## config.mk

```make
export PLATFORM = sky130hd
export DESIGN_NAME = sevseg_scan_decoder
export DESIGN_NICKNAME = d
export VERILOG_FILES = /design/src/rtl/sevseg_scan_decoder.sv
export SDC_FILE = /design/constraint.sdc
export NUM_CORES = 1
export LEC_CHECK = 0
export ABC_AREA = 1
export CORE_ASPECT_RATIO = 1.5
export CORE_MARGIN = 2
export CORE_UTILIZATION = 47
export DETAILED_ROUTE_END_ITERATION = 10
export GPL_TIMING_DRIVEN = 1
export PLACE_DENSITY = 0.79
export SETUP_SLACK_MARGIN = 0.2
export SKIP_LAST_GASP = 1
export SLEW_MARGIN = 20
export SYNTH_ARGS = -nofsm -noshare
export SYNTH_HDL_FRONTEND = slang
export SYNTH_SLANG_ARGS = --single-unit
```

## constraint.sdc

```tcl
create_clock -name CLK -period 8.25 [get_ports CLK]
set_clock_uncertainty 0.2 [all_clocks]
set_input_delay 1.65 -clock CLK [delete_from_list [all_inputs] [get_ports CLK]]
set_output_delay 1.65 -clock CLK [all_outputs]
set_load 0.05 [all_outputs]
```

## src/rtl/sevseg_scan_decoder.sv

```systemverilog
// Rebuilds the 16-bit hex value shown on a multiplexed, active-low seven-segment
// scan bus. Each digit is captured once its drive has settled, and a full frame is strobed out.
module sevseg_scan_decoder #(
   parameter int SETTLE_CYCLES  = 4,
   parameter int TIMEOUT_CYCLES = 65536
) (
   input  logic        CLK,
   input  logic        RST,
   input  logic [3:0]  ANODES,
   input  logic [7:0]  CATHODES,
   output logic [15:0] VALUE,
   output logic [3:0]  BLANK,
   output logic [3:0]  DP,
   output logic        VALID,
   output logic        ERR,
   output logic        STALE
);

   localparam int         TW   = $clog2(TIMEOUT_CYCLES + 1);
   localparam logic [7:0] SMAX = 8'(SETTLE_CYCLES);
   localparam logic [TW-1:0] TMAX = TW'(TIMEOUT_CYCLES);

   logic [11:0]      in_q, in_d;
   logic [7:0]       stab_q, stab_d;
   logic             dwell_q, dwell_d;
   logic [TW-1:0]    tout_q, tout_d;
   logic [3:0]       seen_q, seen_d;
   logic [3:0][3:0]  sh_nib_q, sh_nib_d;
   logic [3:0]       sh_blank_q, sh_blank_d;
   logic [3:0]       sh_dp_q, sh_dp_d;
   logic             ferr_q, ferr_d;
   logic [15:0]      value_q, value_d;
   logic [3:0]       blank_q, blank_d;
   logic [3:0]       dp_q, dp_d;
   logic             valid_q, valid_d;
   logic             err_q, err_d;
   logic             stale_q, stale_d;

   logic [3:0] an_q;
   logic [7:0] cat_q;
   logic       changed, capture, complete, timeout;
   logic [1:0] dig;
   logic [3:0] dec_nib;
   logic       dec_blank, dec_bad;

   assign an_q  = in_q[11:8];
   assign cat_q = in_q[7:0];

   // Index of the single low anode; only meaningful when capture is asserted.
   always_comb begin
      dig = 2'd0;
      for (int i = 0; i < 4; i++)
         if (!an_q[i]) dig = 2'(i);
   end

   always_comb begin
      dec_nib   = 4'h0;
      dec_blank = 1'b0;
      dec_bad   = 1'b0;
      case (cat_q[6:0])
         7'h40: dec_nib = 4'h0;
         7'h79: dec_nib = 4'h1;
         7'h24: dec_nib = 4'h2;
         7'h30: dec_nib = 4'h3;
         7'h19: dec_nib = 4'h4;
         7'h12: dec_nib = 4'h5;
         7'h02: dec_nib = 4'h6;
         7'h78: dec_nib = 4'h7;
         7'h00: dec_nib = 4'h8;
         7'h10: dec_nib = 4'h9;
         7'h08: dec_nib = 4'hA;
         7'h03: dec_nib = 4'hB;
         7'h46: dec_nib = 4'hC;
         7'h21: dec_nib = 4'hD;
         7'h06: dec_nib = 4'hE;
         7'h0E: dec_nib = 4'hF;
         7'h7F: dec_blank = 1'b1;
         default: dec_bad = 1'b1;
      endcase
   end

   always_comb begin
      in_d     = {ANODES, CATHODES};
      changed  = (in_d != in_q);
      stab_d   = changed ? 8'd0 : ((stab_q == SMAX) ? stab_q : stab_q + 8'd1);
      // Capture lands on the edge where the settle count is reached, using the held value.
      capture  = !changed && (stab_d == SMAX) && $onehot(~an_q) && !dwell_q;
      dwell_d  = changed ? 1'b0 : (dwell_q | capture);
      complete = (seen_q == 4'hF);

      tout_d   = capture ? '0 : ((tout_q == TMAX) ? tout_q : tout_q + TW'(1));
      timeout  = !capture && (tout_d == TMAX);

      seen_d     = seen_q;
      ferr_d     = ferr_q;
      sh_nib_d   = sh_nib_q;
      sh_blank_d = sh_blank_q;
      sh_dp_d    = sh_dp_q;
      if (complete || timeout) begin
         seen_d = 4'h0;
         ferr_d = 1'b0;
      end
      if (capture) begin
         seen_d[dig]     = 1'b1;
         sh_nib_d[dig]   = dec_nib;
         sh_blank_d[dig] = dec_blank;
         sh_dp_d[dig]    = ~cat_q[7];
         if (dec_bad) ferr_d = 1'b1;
      end

      value_d = value_q;
      blank_d = blank_q;
      dp_d    = dp_q;
      err_d   = err_q;
      valid_d = complete;
      stale_d = stale_q;
      if (complete) begin
         value_d = sh_nib_q;
         blank_d = sh_blank_q;
         dp_d    = sh_dp_q;
         err_d   = ferr_q;
         stale_d = 1'b0;
      end else if (timeout) begin
         stale_d = 1'b1;
      end
   end

   always_ff @(posedge CLK or posedge RST) begin
      if (RST) begin
         in_q       <= '0;
         stab_q     <= '0;
         dwell_q    <= 1'b0;
         tout_q     <= '0;
         seen_q     <= '0;
         sh_nib_q   <= '0;
         sh_blank_q <= '0;
         sh_dp_q    <= '0;
         ferr_q     <= 1'b0;
         value_q    <= 16'h0000;
         blank_q    <= 4'hF;
         dp_q       <= 4'h0;
         valid_q    <= 1'b0;
         err_q      <= 1'b0;
         stale_q    <= 1'b0;
      end else begin
         in_q       <= in_d;
         stab_q     <= stab_d;
         dwell_q    <= dwell_d;
         tout_q     <= tout_d;
         seen_q     <= seen_d;
         sh_nib_q   <= sh_nib_d;
         sh_blank_q <= sh_blank_d;
         sh_dp_q    <= sh_dp_d;
         ferr_q     <= ferr_d;
         value_q    <= value_d;
         blank_q    <= blank_d;
         dp_q       <= dp_d;
         valid_q    <= valid_d;
         err_q      <= err_d;
         stale_q    <= stale_d;
      end
   end

   assign VALUE = value_q;
   assign BLANK = blank_q;
   assign DP    = dp_q;
   assign VALID = valid_q;
   assign ERR   = err_q;
   assign STALE = stale_q;

endmodule

```

## Word-level counts from Yosys, hierarchy flattened

Cells that the tools add are included.

- Shift operators: 0
- Order comparisons: 2
- $mul: 0
- Reductions and logical operators: 12
- Add/subtract/negate cells: 5
- Div/mod/pow operators: 0
- Bitwise logic cells: 4
- Equal/unequal tests: 23
- Mux-type cells: 24

Operators by type and width:

| cell | count |
|---|---|
| 4-bit one-hot mux with 15 select lines | 1 |
| 7-bit == test, second input constant | 5 |
| 17-bit == test, second input constant | 2 |
| 17-bit two-way mux | 2 |
| 7-bit by 5-bit == test with 1-bit output, second input constant | 3 |
| 7-bit by 6-bit == test with 1-bit output, second input constant | 3 |
| 17-bit by 1-bit adder with 17-bit output, second input constant | 1 |
| 17-bit OR reduction | 1 |
| 16-bit bitwise mux | 1 |
| 8-bit by 3-bit == test with 1-bit output, second input constant | 2 |
| 8-bit two-way mux | 2 |
| 7-bit by 2-bit == test with 1-bit output, second input constant | 2 |
| 7-bit by 4-bit == test with 1-bit output, second input constant | 2 |
| 4-bit two-way mux | 3 |
| 12-bit inequality test | 1 |
| 1-bit two-way mux | 9 |
| 8-bit by 1-bit adder with 8-bit output, second input constant | 1 |
| 4-bit bitwise mux | 2 |
| 4-bit demux with 2-bit select | 1 |
| 7-bit by 3-bit == test with 1-bit output, second input constant | 1 |
| 7-bit logical NOT | 1 |
| 1-bit logical AND | 5 |
| 1-bit by 1-bit adder with 2-bit output | 2 |
| 4-bit == test, second input constant | 1 |
| 13 further kinds | 16 |

- Output and inout port bits: 27
- Word-level logic and storage cells: 88
- Memories: 0
- Memory bits (writable): 0
- Bits of input ports: 14
- Bits in read-only memories: 0
- Bits in latches: 0
- Flip-flop bits (word level): 94

## Longest topological paths before layout

- Depth after elaboration: 14
- Depth in mapped cells: 18
- Depth with buffers taken out: 17

## Least setup slack after synthesis

OpenSTA, ideal clock, no wires.

- Path kind: input to register
- From: input port CATHODES[3]
- To: register seen_q[0]
- Buffers on the path: 1
- Stages: 16
- Slack: 4.932 ns
- Required time: 7.929 ns
- Setup time: 0.121 ns
- Arrival time: 2.998 ns
- Cell sequence: inv_1 > nand2_1 > nand2_1 > nor2_1 > nand2_1 > nor2_4 > nand4_1 > nor2_2 > nand3_2 > buf_6 > o21ai_1 > nand2_1 > nor2_2 > nand2_2 > nand3_1 > nand2_1

- Cells in the longest elaborated chain, start to end: 13
- Elaborated cells on any way between the ends: 15
- Those cells by class: 3 x eq/ne; 4 x mux; 1 x bitwise; 7 x reduce/logical

RTL lines:

| item | RTL line | source |
|---|---|---|
| start, declared | 10 | `input logic [7:0] CATHODES,` |
| 12-bit inequality test * | 84 | `changed = (in_d != in_q);` |
| 8-bit two-way mux | 85 | `stab_d = changed ? 8'd0 : ((stab_q == SMAX) ? stab_q : stab_q + 8'd1);` |
| 8-bit by 3-bit == test with 1-bit output | 87 | `capture = !changed && (stab_d == SMAX) && $onehot(~an_q) && !dwell_q;` |
| 1-bit logical AND * (3 in series) | 87 |  |
| 17-bit two-way mux | 91 | `tout_d = capture ? '0 : ((tout_q == TMAX) ? tout_q : tout_q + TW'(1));` |
| 17-bit == test | 92 | `timeout = !capture && (tout_d == TMAX);` |
| 1-bit logical AND | 92 |  |
| 1-bit logical OR | 99 | `if (complete \|\| timeout) begin` |
| 4-bit two-way mux | 99 |  |
| 4-bit bitwise OR (no line) | -- |  |
| 4-bit two-way mux * | 103 | `if (capture) begin` |
| via seen_d[0] | 27 | `logic [3:0] seen_q, seen_d;` |
| end signal, assigned | 150 | `seen_q <= seen_d;` |
| end, declared | 27 |  |

Mark *: on every way through the listed nets, which the timed path passes. The rest lies on a longest branch.
A chain may end at the register's enable or synchronous reset.

## Final worst setup path

- From: input port ANODES[1]
- To: register sh_nib_q[0] in the netlist's numbering

- Cells in the longest elaborated chain, start to end: 6
- Elaborated cells on any way between the ends: 7
- Those cells by class: 2 x eq/ne; 1 x mux; 4 x reduce/logical

RTL lines:

| item | RTL line | source |
|---|---|---|
| start, declared | 9 | `input logic [3:0] ANODES,` |
| 12-bit inequality test * | 84 |  |
| 8-bit two-way mux | 85 |  |
| 8-bit by 3-bit == test with 1-bit output | 87 |  |
| 1-bit logical AND * (3 in series) | 87 |  |
| end signal, assigned | 151 | `sh_nib_q <= sh_nib_d;` |
| end, declared | 28 | `logic [3:0][3:0] sh_nib_q, sh_nib_d;` |

Mark *: on every way between the ends. The rest lies on a longest branch, timed or not.

==> reports/metrics.csv <==
stage;metric;value;unit
setup_path;cp-end-kind;register;
final_layout;drive_gt1_share;8.00;%
detailed_routing;postRouteAntennaNets;0;
floorplan;rows;43;
final_layout;multi_input_area;1780;um2
clock_network;cts_tree;yes;
final_layout;final_cell_mix;nand2_1 (193), dfrtp_1 (90), inv_1 (73);
floorplan;die-area;10400;um2
clock_network;cts_resized;0;
detailed_routing;vias_per_cell;5.06;
clock_network;cts.hold.buffers_added;0;
final_layout;diodes;0;
clock_network;cts_made_buffers;9;
placed_design;dpl.cell_count;696;
sta;max_slew.worst_pin.slew;0.886;ns
sta;finalHoldViolCount;0;
floorplan;die_h;124;um
detailed_routing;drt-pass1-iter-count;5;
synth;ys_types;37;
detailed_routing;avgRoutedWirePerCell;12.7;um
sta;rsz0062_at_grt;no;
outcome;outcome;complete, no violations;
synth;syn_avg_cell_area;8.14;um2
synth;syn_nets;574;
setup_path;crit_required;8.23;ns
synth;synthCells;553;
placed_design;dp_hpwl;6550;um
detailed_routing;wl;9060;um
sta;setup-violations-final;0;
power;p_comb_share;4.2;%
clock_network;cts_root_buf;clkbuf_16;
setup_path;cp-start-kind;input port;
global_routing;grt_pass1_wl;15900;um
placed_design;gp_congestion;0.882;
power;leakage;2.74;nW
detailed_routing;drc;0;
power;seq_power_share;50.1;%
global_routing;overflow;0;
sta;final.period_utilization;50.5;%
synth;yosysWarningCount;0;
global_routing;grt_pass1_vias;3573;
synth;ys_seq_area_share;52.4;%
placed_design;portBuffers;40;
sta;max_freq;0.240;GHz
detailed_routing;vias;3602;
global_routing;antenna_found_initial;0;
final_layout;seqCellArea;2360;um2
sta;slew_viol_final;0;
global_routing;grt_max_degree;86;
power;max-vdd-ir-drop;0.136;mV
synth;synth_edf_count;0;
final_layout;fillCellCount;819;
final_layout;layout_commonest_cell;nand2_1;
power;p_int;0.732;mW
detailed_routing;drtIter0Drc;237;
floorplan;start_util;48.3;%
clock_network;clk_pin_slew;0.06;ns
final_layout;final_cells;712;
power;netSwitchingPower;0.205;mW
global_routing;globalRouteTotalUtil;19.2;%
setup_path;crit_type;input port to register;
synth;ys_ff_latch;94;
synth;synth_area;4500;um2
power;pwr-share-clk;45.7;%
synth;ys.flop_type;dfrtp_1;
sta;max_slew_margin;40.4;%
power;swShare;21.9;%
clock_network;clk_path_buf_depth;2;
sta;period_needed;4.17;ns
final_layout;final_nets;616;
floorplan;coreArea;9310;um2
clock_network;htree_levels;3;
flow_run;maxCapViolCount;0;
worst_hold_path;hp-class;register to register;
floorplan;num_io_pins;41;
power;power_density;176;nW/um2
setup_path;crit_fanout;24;
setup_path;critPathArrivalTime;4.15;ns
sta;fin_tns_setup;0;ns
floorplan;die_x;83.9;um
clock_network;cts_sinks;94;
clock_network;post-cts-setup-buffers;0;
clock_network;clk_latency;0.34;ns
final_layout;syn_to_final_growth;18.3;%
synth;synth-async-reset-ratio;100;%
per-stage QoR:
step / worst slack (ns) / utilization, % / hold slack [ns] / total power, mW / cell area, um2
2_1_floorplan: 3.96 / - / 0.242 / 0.501 / 4500
3_3_place_gp: 3.84 / 53.7 / 0.258 / 0.516 / 5000
3_5_place_dp: 3.78 / 53.7 / 0.259 / 0.518 / 5000
4_1_cts: 4.04 / 57.2 / 0.271 / 0.949 / 5320
5_1_grt: 3.72 / 57.2 / 0.298 / 0.975 / 5320
6_report: 4.08 / 57.2 / 0.268 / 0.937 / 5320
kinds of logic (layout without fill, tap and decap cells):
family,after synthesis,count (layout),synth area share [%]
adder cells (fa/ha/maj),7,7,2.11
flip-flops,94,94,52.4
buffers and inverters,94,141,8.15
AO/OA/AOI/OAI,42,42,5.14
AND/OR/NAND/NOR,297,297,28.5
XOR/XNOR,19,19,3.70
layout make-up:
class | instances | area share [%]
Sequential cell | 94 | 44.3
Multi-Input combinational cell | 365 | 33.3
Timing Repair Buffer | 42 | 7.87
Inverter | 83 | 5.88
Clock buffer | 11 | 4.75
Tap cell | 112 | 2.63
Clock inverter | 5 | 1.25
layer usage:
layer | vias up | track usage, % | part of all wire, %
met4 | 0 | 9.07 | 2.4
li1 | 1804 | - | -
met5 | - | 0 | 0
met1 | 1700 | 22.7 | 41
met3 | 17 | 3.45 | 3.8
met2 | 81 | 33.9 | 53
flip-flops by register name, summed over array words and instances, names as in the netlist, 4 cells and up:
name / cells
BLANK: 4
sh_dp_q: 4
seen_q: 4
DP: 4
sh_nib_q: 16
sh_blank_q: 4
VALUE: 16
tout_q: 17
in_q: 12
stab_q: 8
worst paths after layout:
path,start,endpoint,slack [ns],cells past startpoint
worst max-delay path,ANODES[1],sh_nib_q[0],4.08,14
worst min-delay path,BLANK[1],BLANK[1],0.27,2
worst max register to register,in_q[9],sh_nib_q[0],4.67,14
min in group asynchronous,RST,tout_q[7],1.32,2
max in group asynchronous,RST,sh_nib_q[6],5.56,3
worst min register to register,BLANK[1],BLANK[1],0.27,2
synth_stat cells, types with 3 or more instances:
library cell	n	area [um2]
buf_2	5	25.0
clkbuf_1	4	15.0
dfrtp_1	90	2250
dfstp_2	4	105
ha_1	6	75.1
inv_1	74	278
inv_2	8	30.0
nand2_1	193	724
nand3_1	22	110
nand4_1	11	68.8
nor2_1	34	128
nor2_2	4	25.0
nor3_1	16	80.1
nor4_1	4	25.0
o21ai_0	14	70.1
o21ai_1	19	95.1
xnor2_1	3	26.3
xor2_1	16	140
critical path, stage by stage:
cell and delay (ns):
clkdlybuf4s50_1 0.50, inv_1 0.05, nand2_1 0.05, nand2_1 0.05, nor2_1 0.16, nand2_1 0.13, nor2_4 0.14, nand4_1 0.12
nor2_2 0.15, nand3_2 0.36, inv_2 0.26, nand4_2 0.29, nand2_1 0.15, o21ai_1 0.09
power by group through the flow:
stage               sequential [mW]  clock [mW]  combinational, mW
floorplan                     0.476           0             0.0246
global placement              0.477           0             0.0387
detailed placement            0.478           0             0.0402
CTS                           0.469       0.440             0.0404
global route                  0.469       0.460             0.0458
finish                        0.469       0.429             0.0395
Note: power is estimated with default switching activity, not from simulation.
